### config.mk
export PLATFORM = sky130hd
export DESIGN_NAME = fm_addr_sequencer_flat
export DESIGN_NICKNAME = d
export VERILOG_FILES = /design/src/rtl/fm_addr_sequencer_if.sv /design/src/rtl/fm_addr_sequencer.sv /design/src/flat_wrapper.sv
export SDC_FILE = /design/constraint.sdc
export NUM_CORES = 1
export LEC_CHECK = 0
export ABC_AREA = 1
export BUFFER_PORTS_ARGS = -buffer_cell sky130_fd_sc_hd__buf_2
export CAP_MARGIN = 20
export CORE_MARGIN = 2
export CORE_UTILIZATION = 60
export CTS_CLUSTER_SIZE = 24
export DETAILED_ROUTE_END_ITERATION = 8
export GPL_TIMING_DRIVEN = 0
export MAX_ROUTING_LAYER = met4
export PLACE_DENSITY = 0.91
export SYNTH_ARGS = -nofsm -noshare
export SYNTH_HDL_FRONTEND = slang
export SYNTH_SLANG_ARGS = --single-unit
### constraint.sdc
create_clock -name clk -period 6.66 [get_ports clk]
set_input_delay 0.999 -clock clk [delete_from_list [all_inputs] [get_ports clk]]
set_output_delay 0.999 -clock clk [all_outputs]
set_load 0.02 [all_outputs]
### src/rtl/fm_addr_sequencer_if.sv
// Control/address bus between the layer controller (master) and the
// feature-map address sequencer (slave).
interface fm_addr_sequencer_if #(
    parameter int W_SIZE    = 12,
    parameter int W_CHANNEL = 12,
    parameter int IFM_AW    = 16,
    parameter int OFM_AW    = 16
) ();
    logic [W_SIZE-1:0]           q_width;
    logic [W_SIZE-1:0]           q_height;
    logic [W_CHANNEL-1:0]        q_channel;
    logic [W_CHANNEL-1:0]        q_channel_out;
    logic [W_SIZE+W_CHANNEL-1:0] q_row_stride;
    logic                        q_addr_seq_start;
    logic                        q_as_mode;
    logic [IFM_AW-1:0]           q_route_offset;
    logic [W_CHANNEL-1:0]        q_route_chn_offset;
    logic                        addr_seq_done;
    logic                        as_rd_vld;
    logic [IFM_AW-1:0]           as_rd_addr;
    logic                        as_wr_vld;
    logic [OFM_AW-1:0]           as_wr_addr;

    modport master (
        output q_width, q_height, q_channel, q_channel_out, q_row_stride,
               q_addr_seq_start, q_as_mode, q_route_offset, q_route_chn_offset,
        input  addr_seq_done, as_rd_vld, as_rd_addr, as_wr_vld, as_wr_addr
    );

    modport slave (
        input  q_width, q_height, q_channel, q_channel_out, q_row_stride,
               q_addr_seq_start, q_as_mode, q_route_offset, q_route_chn_offset,
        output addr_seq_done, as_rd_vld, as_rd_addr, as_wr_vld, as_wr_addr
    );
endinterface

### src/rtl/fm_addr_sequencer.sv
// Feature-map address sequencer: streams read/write addresses for 2x nearest
// upsample (mode 0) or route channel concatenation (mode 1), one per cycle.
module fm_addr_sequencer #(
    parameter int W_SIZE       = 12,
    parameter int W_CHANNEL    = 12,
    parameter int W_FRAME_SIZE = 2,
    parameter int Tin          = 16,
    parameter int Tout         = 16,
    parameter int IFM_AW       = 16,
    parameter int OFM_AW       = 16
) (
    input  logic               clk,
    input  logic               rstn,
    fm_addr_sequencer_if.slave bus
);
    localparam int W_CNT    = W_SIZE + 1;
    localparam int W_STRIDE = W_SIZE + W_CHANNEL;

    typedef enum logic [1:0] {IDLE, RUN, FLUSH, DONE} state_t;

    state_t state, state_nxt;

    logic                 mode_q;
    logic [W_CNT-1:0]     xlim_q, ylim_q;
    logic [W_CHANNEL-1:0] c_q, wstep_q, chn_q;
    logic [W_STRIDE-1:0]  stride_q;

    logic [W_CHANNEL-1:0] cnt_c;
    logic [W_CNT-1:0]     cnt_x, cnt_y;
    logic [IFM_AW-1:0]    row_base, pix_base;
    logic [OFM_AW-1:0]    wr_pix, wr_addr_q;
    logic                 wr_vld_q;

    logic last_c, last_x, last_y, last_elem, dims_zero;
    logic [IFM_AW-1:0] rd_cur, start_base, next_row;
    logic [OFM_AW-1:0] wr_cur;

    assign last_c    = (cnt_c == c_q - W_CHANNEL'(1));
    assign last_x    = (cnt_x == xlim_q - W_CNT'(1));
    assign last_y    = (cnt_y == ylim_q - W_CNT'(1));
    assign last_elem = last_c && last_x && last_y;
    assign dims_zero = (bus.q_width == '0) || (bus.q_height == '0) || (bus.q_channel == '0);

    // Upsample reads the zero-based input map; route reads from a programmable base.
    assign start_base = bus.q_as_mode ? bus.q_route_offset : '0;
    assign rd_cur     = pix_base + IFM_AW'(cnt_c);
    assign wr_cur     = wr_pix + OFM_AW'(chn_q) + OFM_AW'(cnt_c);
    assign next_row   = row_base + IFM_AW'(stride_q);

    always_ff @(posedge clk) begin
        // NOTE: rstn is a synchronous, active-high reset despite its name.
        if (rstn) state <= IDLE;
        else      state <= state_nxt;
    end

    // NOTE: every output of this block gets a default first so no latch is inferred.
    always_comb begin
        state_nxt         = state;
        bus.as_rd_vld     = 1'b0;
        bus.addr_seq_done = 1'b0;
        unique case (state)
            IDLE:  if (bus.q_addr_seq_start) state_nxt = dims_zero ? FLUSH : RUN;
            RUN: begin
                bus.as_rd_vld = 1'b1;
                if (last_elem) state_nxt = FLUSH;
            end
            FLUSH: state_nxt = DONE;
            DONE: begin
                bus.addr_seq_done = 1'b1;
                state_nxt         = IDLE;
            end
            default: state_nxt = IDLE;
        endcase
    end

    // The counters double as the read-address holder, so the last address
    // stays on as_rd_addr while idle.
    always_ff @(posedge clk) begin
        if (rstn) begin
            mode_q    <= 1'b0;
            xlim_q    <= '0;
            ylim_q    <= '0;
            c_q       <= '0;
            wstep_q   <= '0;
            chn_q     <= '0;
            stride_q  <= '0;
            cnt_c     <= '0;
            cnt_x     <= '0;
            cnt_y     <= '0;
            row_base  <= '0;
            pix_base  <= '0;
            wr_pix    <= '0;
            wr_addr_q <= '0;
            wr_vld_q  <= 1'b0;
        end else begin
            wr_vld_q <= (state == RUN);
            if (state == RUN) wr_addr_q <= wr_cur;

            if (state == IDLE && bus.q_addr_seq_start) begin
                mode_q   <= bus.q_as_mode;
                xlim_q   <= bus.q_as_mode ? {1'b0, bus.q_width}  : {bus.q_width, 1'b0};
                ylim_q   <= bus.q_as_mode ? {1'b0, bus.q_height} : {bus.q_height, 1'b0};
                c_q      <= bus.q_channel;
                wstep_q  <= bus.q_as_mode ? bus.q_channel_out : bus.q_channel;
                chn_q    <= bus.q_as_mode ? bus.q_route_chn_offset : '0;
                stride_q <= bus.q_row_stride;
                cnt_c    <= '0;
                cnt_x    <= '0;
                cnt_y    <= '0;
                row_base <= start_base;
                pix_base <= start_base;
                wr_pix   <= '0;
            end else if (state == RUN && !last_elem) begin
                if (!last_c) begin
                    cnt_c <= cnt_c + W_CHANNEL'(1);
                end else begin
                    cnt_c  <= '0;
                    wr_pix <= wr_pix + OFM_AW'(wstep_q);
                    if (!last_x) begin
                        cnt_x <= cnt_x + W_CNT'(1);
                        // Upsample reuses each input pixel for two output columns.
                        if (mode_q || cnt_x[0]) pix_base <= pix_base + IFM_AW'(c_q);
                    end else begin
                        cnt_x <= '0;
                        cnt_y <= cnt_y + W_CNT'(1);
                        if (mode_q || cnt_y[0]) begin
                            row_base <= next_row;
                            pix_base <= next_row;
                        end else begin
                            pix_base <= row_base;
                        end
                    end
                end
            end
        end
    end

    assign bus.as_rd_addr = rd_cur;
    assign bus.as_wr_vld  = wr_vld_q;
    assign bus.as_wr_addr = wr_addr_q;
endmodule

### src/flat_wrapper.sv
// flat-port wrapper written by rule: the top's interface ports become plain ports
module fm_addr_sequencer_flat 
#(
    parameter int W_SIZE       = 12,
    parameter int W_CHANNEL    = 12,
    parameter int W_FRAME_SIZE = 2,
    parameter int Tin          = 16,
    parameter int Tout         = 16,
    parameter int IFM_AW       = 16,
    parameter int OFM_AW       = 16
)
  (clk, rstn, bus_q_width, bus_q_height, bus_q_channel, bus_q_channel_out, bus_q_row_stride, bus_q_addr_seq_start, bus_q_as_mode, bus_q_route_offset, bus_q_route_chn_offset, bus_addr_seq_done, bus_as_rd_vld, bus_as_rd_addr, bus_as_wr_vld, bus_as_wr_addr);
  fm_addr_sequencer_if #(.W_SIZE(W_SIZE), .W_CHANNEL(W_CHANNEL), .IFM_AW(IFM_AW), .OFM_AW(OFM_AW)) bus_i ();
  input  logic clk;
  input  logic rstn;
  input wire logic [$bits(bus_i.q_width)-1:0] bus_q_width;
  input wire logic [$bits(bus_i.q_height)-1:0] bus_q_height;
  input wire logic [$bits(bus_i.q_channel)-1:0] bus_q_channel;
  input wire logic [$bits(bus_i.q_channel_out)-1:0] bus_q_channel_out;
  input wire logic [$bits(bus_i.q_row_stride)-1:0] bus_q_row_stride;
  input wire logic [$bits(bus_i.q_addr_seq_start)-1:0] bus_q_addr_seq_start;
  input wire logic [$bits(bus_i.q_as_mode)-1:0] bus_q_as_mode;
  input wire logic [$bits(bus_i.q_route_offset)-1:0] bus_q_route_offset;
  input wire logic [$bits(bus_i.q_route_chn_offset)-1:0] bus_q_route_chn_offset;
  output wire logic [$bits(bus_i.addr_seq_done)-1:0] bus_addr_seq_done;
  output wire logic [$bits(bus_i.as_rd_vld)-1:0] bus_as_rd_vld;
  output wire logic [$bits(bus_i.as_rd_addr)-1:0] bus_as_rd_addr;
  output wire logic [$bits(bus_i.as_wr_vld)-1:0] bus_as_wr_vld;
  output wire logic [$bits(bus_i.as_wr_addr)-1:0] bus_as_wr_addr;
  assign bus_i.q_width = bus_q_width;
  assign bus_i.q_height = bus_q_height;
  assign bus_i.q_channel = bus_q_channel;
  assign bus_i.q_channel_out = bus_q_channel_out;
  assign bus_i.q_row_stride = bus_q_row_stride;
  assign bus_i.q_addr_seq_start = bus_q_addr_seq_start;
  assign bus_i.q_as_mode = bus_q_as_mode;
  assign bus_i.q_route_offset = bus_q_route_offset;
  assign bus_i.q_route_chn_offset = bus_q_route_chn_offset;
  assign bus_addr_seq_done = bus_i.addr_seq_done;
  assign bus_as_rd_vld = bus_i.as_rd_vld;
  assign bus_as_rd_addr = bus_i.as_rd_addr;
  assign bus_as_wr_vld = bus_i.as_wr_vld;
  assign bus_as_wr_addr = bus_i.as_wr_addr;
  fm_addr_sequencer #(.W_SIZE(W_SIZE), .W_CHANNEL(W_CHANNEL), .W_FRAME_SIZE(W_FRAME_SIZE), .Tin(Tin), .Tout(Tout), .IFM_AW(IFM_AW), .OFM_AW(OFM_AW)) u_core (.clk(clk), .rstn(rstn), .bus(bus_i));
endmodule
After elaboration in Yosys (flattened, before gate mapping)
Cells that the tools add are included.

Flip-flop bits (word level): 184. Bits of input ports: 104.

Add/sub/neg operators: 12. Equality and inequality tests: 8. Mux-type cells: 23. Reductions and logical operators: 23.

Operators by type and width (number): 16-bit two-way mux (11); 16-bit by 12-bit adder with 16-bit output (5); 13-bit two-way mux (3); 12-bit zero test (3); 12-bit two-way mux (3); 13-bit by 1-bit adder with 13-bit output (second input constant) (2); 13-bit equality test (2); 13-bit by 1-bit subtractor with 13-bit output (second input constant) (2); 16-bit adder (1); 12-bit by 1-bit adder with 12-bit output (second input constant) (1); 12-bit equality test (1); 12-bit by 1-bit subtractor with 12-bit output (second input constant) (1); 3-bit AND reduction (3); 2-bit case mux with 4 select lines (1); 2-bit two-way mux (3); 2-bit nonzero test (3); 2-bit equality test (second input constant) (2); 1-bit logical AND (4); 1-bit logical OR (4); 2-bit AND reduction (2); 3-bit nonzero test (1); 2-bit by 1-bit equality test with 1-bit output (second input constant) (1); 2-bit zero test (1); 1-bit two-way mux (2); 4 further kinds (4).

Depth between registers and ports, before layout
Word-level depth: 8. Gate-level depth with buffers: 20. Depth with buffers taken out: 19.

Worst setup path before layout
Ideal clock, no wire load.

Path type: register to output. Start: register u_core.cnt_c[0]. End: output port bus_as_rd_addr[14]. Arrival time: 2.332 ns. Setup slack: 3.329 ns. Stages on the path, launching flop included: 14. Path through: dfxtp_1 ha_1 inv_1 fa_1 o21ai_0 nand3_1 nand2_1 nand3_1 nand2_1 nand3_1 nand2_1 nand3_1 a21oi_1 xor2_1.

Word-level cells in the longest chain between the ends: 1.

RTL lines: from (decl) (RTL line fm_addr_sequencer.sv:28) `logic [W_CHANNEL-1:0] cnt_c;`; from (signal assigned) (RTL line fm_addr_sequencer.sv:115) `cnt_c <= cnt_c + W_CHANNEL'(1);`; 16-bit by 12-bit adder with 16-bit output (RTL line fm_addr_sequencer.sv:46) `assign rd_cur = pix_base + IFM_AW'(cnt_c);`; to (decl) (RTL line flat_wrapper.sv:27) `output wire logic [$bits(bus_i.as_rd_addr)-1:0] bus_as_rd_addr;`.

Every way passes these cells.

Worst setup path in the final report
Start: register u_core.cnt_c[1]. End: output port bus_as_rd_addr[14].

Same word-level chain as after synthesis.

==> impl_metrics.csv <==
group,metric,value,unit
synthesis,synth_edf_count,0,
sta,finalCriticalPeriod,4250,ps
setup_path,slowest_stage,"dfxtp_1",
run,drv_cap,0,
synthesis,synth_top_area_share,26.6,%
setup_path,crit_path_max_incr_delay,490,ps
drt,ant_nets,0,
grt,grtUsageTotal,37.6,%
synthesis,ys_warn_count,0,
drt,drtPass1Iterations,6,
floorplan,core,0.0226,mm2
sta,fmax,0.235,GHz
grt,grt.met1_usage,45.2,%
clock_network,numCtsBuffers,17,
grt,grt_util_met2,61.2,%
drt,via_count,14700,
final_layout,utilization,68.2,%
placement,place.gp.congestion,1.02,
setup_path,rr_startpoint,"u_core.cnt_c[0]",
clock_network,tritoncts,"built",
final_layout,drive_above_1_share,12.3,%
clock_network,cts_buffer_depth,2,
grt,first_global_vias,13800,
final_layout,layout_commonest_cell,"nand2_1",
final_layout,final_net_count,2430,
clock_network,clkTransAtPathRegs,80,ps
drt,drt_iter0_markers,1504,
grt,grt_start_max_net_pins,17,
setup_path,reg2regPathDepth,14,
final_layout,syn2layout_area_growth,11.4,%
sta,slew_violations,0,
clock_network,hold_buffers,0,
pwr,peakVddDrop,0.226,mV
synthesis,synthFlopType,"dfxtp_1",
sta,hold_violations,0,
setup_path,endpoint_kind,"primary output",
synthesis,synth_area_leaders,"dfxtp_1 27%, nand2_1 13%, ha_1 6.7%, nor2_1 6.3%, inv_1 6.2%",
sta,tns,0,ps
grt,grt_pass1_wl,70000,um
sta,slew_headroom,43.4,%
worst_hold_path,hold_path_end,"u_core.wstep_q[5]",
synthesis,ys_types,55,
clock_network,worst_skew_pair.late_latency,450,ps
grt,antenna_found_initial,1,
synthesis,syn-num-nets,2283,
setup_path,crit_type,"reg2out",
setup_path,crit_family,"simple AND/OR/NAND/NOR gates",
clock_network,post_cts_resized,0,
setup_path,cp-start-kind,"flip-flop",
drt,drcViolationCount,0,
floorplan,dieArea,0.0243,mm2
floorplan,io_pins,139,
setup_path,r2r-end,"u_core.bus.as_wr_addr[15]",
setup_path,worstPathMaxFanout,5,
worst_hold_path,min-delay-start,"u_core.wstep_q[5]",
status,status,"finished clean",
floorplan,die_x,156,um
worst_hold_path,hold_class,"reg2reg",
floorplan,rows,55,
setup_path,crit_buf_inv,2,
synthesis,synthArstFlopShare,0,%
synthesis,yosysTopAreaCell,"dfxtp_1",
sta,rsz0062_at_grt,"no",
synthesis,seq_area_frac_synth,26.6,%
clock_network,post-cts-setup-buffers,0,
setup_path,worstPathRequired,5660,ps
clock_network,clock-sinks,184,
floorplan,fp.dieH,156,um
placement,numPortBuffers,128,
sta,finClkSkew,13.4,ps
synthesis,synthCells,2088,
setup_path,critPathLaunch,"u_core.cnt_c[1]",
placement,dpl.hpwl,35700,um
clock_network,root_buffer,"clkbuf_16",
sta,finalCritPeriodShare,63.9,%
drt,routed_wl,44900,um
setup_path,worstPathCellList,"inv_1 > fa_1 > o21ai_0 > nand3_1 > nand2_1 > nand3_1 > nand2_1 > nand3_1 > nand2_1 > nand3_1 > a21oi_1 > xor2_1 > buf_2",
setup_path,critPathArrivalTime,3250,ps
worst_hold_path,hold_depth,2,
grt,met3_usage,7.00,%
drt,via_per_inst,5.80,
synthesis,syn_area,0.0139,mm2
sta,setup_violations,0,
synthesis,ys_ff_latch,184,
grt,grt_overflow,0,
pwr,power_density,331,mW/mm2
grt,grt_busiest_layer,"met2",
pwr,leakagePower,7.51,nW
synthesis,synth.avg_cell_area,6.64,um2
drt,post_drt_wl_per_cell,17.7,um
final_layout,final_cell_mix,"479 x nand2_1, 231 x nor2_1, 229 x inv_1",
floorplan,initial_core_util,61.2,%
setup_path,crit_top_cell,"nand3_1",
setup_path,rrSetupSlack,3230,ps
sta,tightest_slew,849,ps
clock_network,htreeDepth,4,
## cells in the mapped netlist (5+ instances only)
cell type    n
nand2_1    479
nor2_1     231
inv_1      229
dfxtp_1    184
nand3_1    154
a21oi_1    141
o21ai_0    133
ha_1        74
xor2_1      73
clkbuf_1    48
xnor2_1     35
nor3_1      23
o22ai_1     22
nand4_1     19
inv_2       18
fa_1        17
nand2_2     17
nand3_2     17
buf_2       13
nor2_2      13
nor4_1      13
o32ai_1     12
a32o_1      11
a21oi_2     10
mux2i_1      9
o21ai_1      9
a21o_1       7
o211ai_1     7
buf_1        6
nor2_4       6
a21boi_0     5
and3_1       5
buf_4        5
o21bai_1     5
## worst reg2reg max path: stages (launching register included)
cell and delay [ps]:
dfxtp_1 470, inv_2 120, fa_1 400, inv_1 80, ha_1 200, inv_1 80, fa_1 410, o21ai_0 420
nand4_1 180, o2111ai_1 160, and3_1 240, a21oi_1 80, o21ai_0 270, o211ai_1 180, inv_1 100
## worst max path at each step
stage | end | slack [ps] | cells after the start
after floorplan | bus_as_rd_addr[14] | 3330 | 13
after global placement | bus_as_rd_addr[14] | 3020 | 13
after detailed placement | bus_as_rd_addr[14] | 2940 | 13
after CTS | bus_as_rd_addr[14] | 2480 | 13
after global routing | bus_as_rd_addr[14] | 2210 | 13
final | bus_as_rd_addr[14] | 2410 | 13
## layout make-up
cell class                      count  area, um2
Antenna cell                        1       2.50
Clock inverter                     12        144
Tap cell                          285        357
Multi-Input combinational cell   1576       8860
Timing Repair Buffer              128        641
Fill cell                        2018       7200
Inverter                          249        937
Buffer                             79        385
Clock buffer                       19        433
Sequential cell                   184       3680
## power breakdown
part	total, mW	internal (mW)	leakage [nW]	switching, mW
combinational	2.56	0.864	5.73	1.70
sequential	1.51	1.31	1.50	0.195
clock	1.04	0.559	0.282	0.483
## sequential cells by signal (all words and copies together) (netlist names)
name	cells
u_core.stride_q	16
u_core.xlim_q	13
u_core.ylim_q	13
u_core.wr_pix	16
u_core.chn_q	12
u_core.pix_base	16
u_core.mode_q	1
u_core.cnt_x	13
u_core.c_q	12
u_core.bus.as_wr_addr	16
u_core.cnt_y	13
u_core.wstep_q	12
u_core.state	2
u_core.bus.as_wr_vld	1
u_core.row_base	16
u_core.cnt_c	12
## stage by stage
step	area (um2)	hold WS [ps]	power, mW	std cells	setup WS, ps
after global routing	15400	493	5.45	2533	2210
final	15400	475	5.11	2533	2410
after CTS	15400	476	5.05	2532	2480
after global placement	14900	449	3.94	2501	3020
after floorplan	13900	432	3.33	2088	3330
after detailed placement	14900	455	4.01	2501	2940
## per-layer routing
| metal | part of all wire [%] | wire length (um) |
|---|---|---|
| met5 | 0 | 0 |
| met4 | 5.2 | 2350 |
| met3 | 9.3 | 4200 |
| met2 | 45 | 20400 |
| met1 | 40 | 17900 |
## cells by family (layout without fill, tap and decap cells)
logic type,count (synthesis),in the layout,synth area share (%)
adders and majority gates,91,91,9.13
buffers and inverters,328,487,9.54
DFF,184,184,26.6
xor gates and xnor gates,111,111,7.22
AOI/OAI and AO/OA,373,373,15.3
muxes,9,9,0.650
other,0,1,0
and+or+nand+nor,992,992,31.6
(Power assumes the default switching activity.)
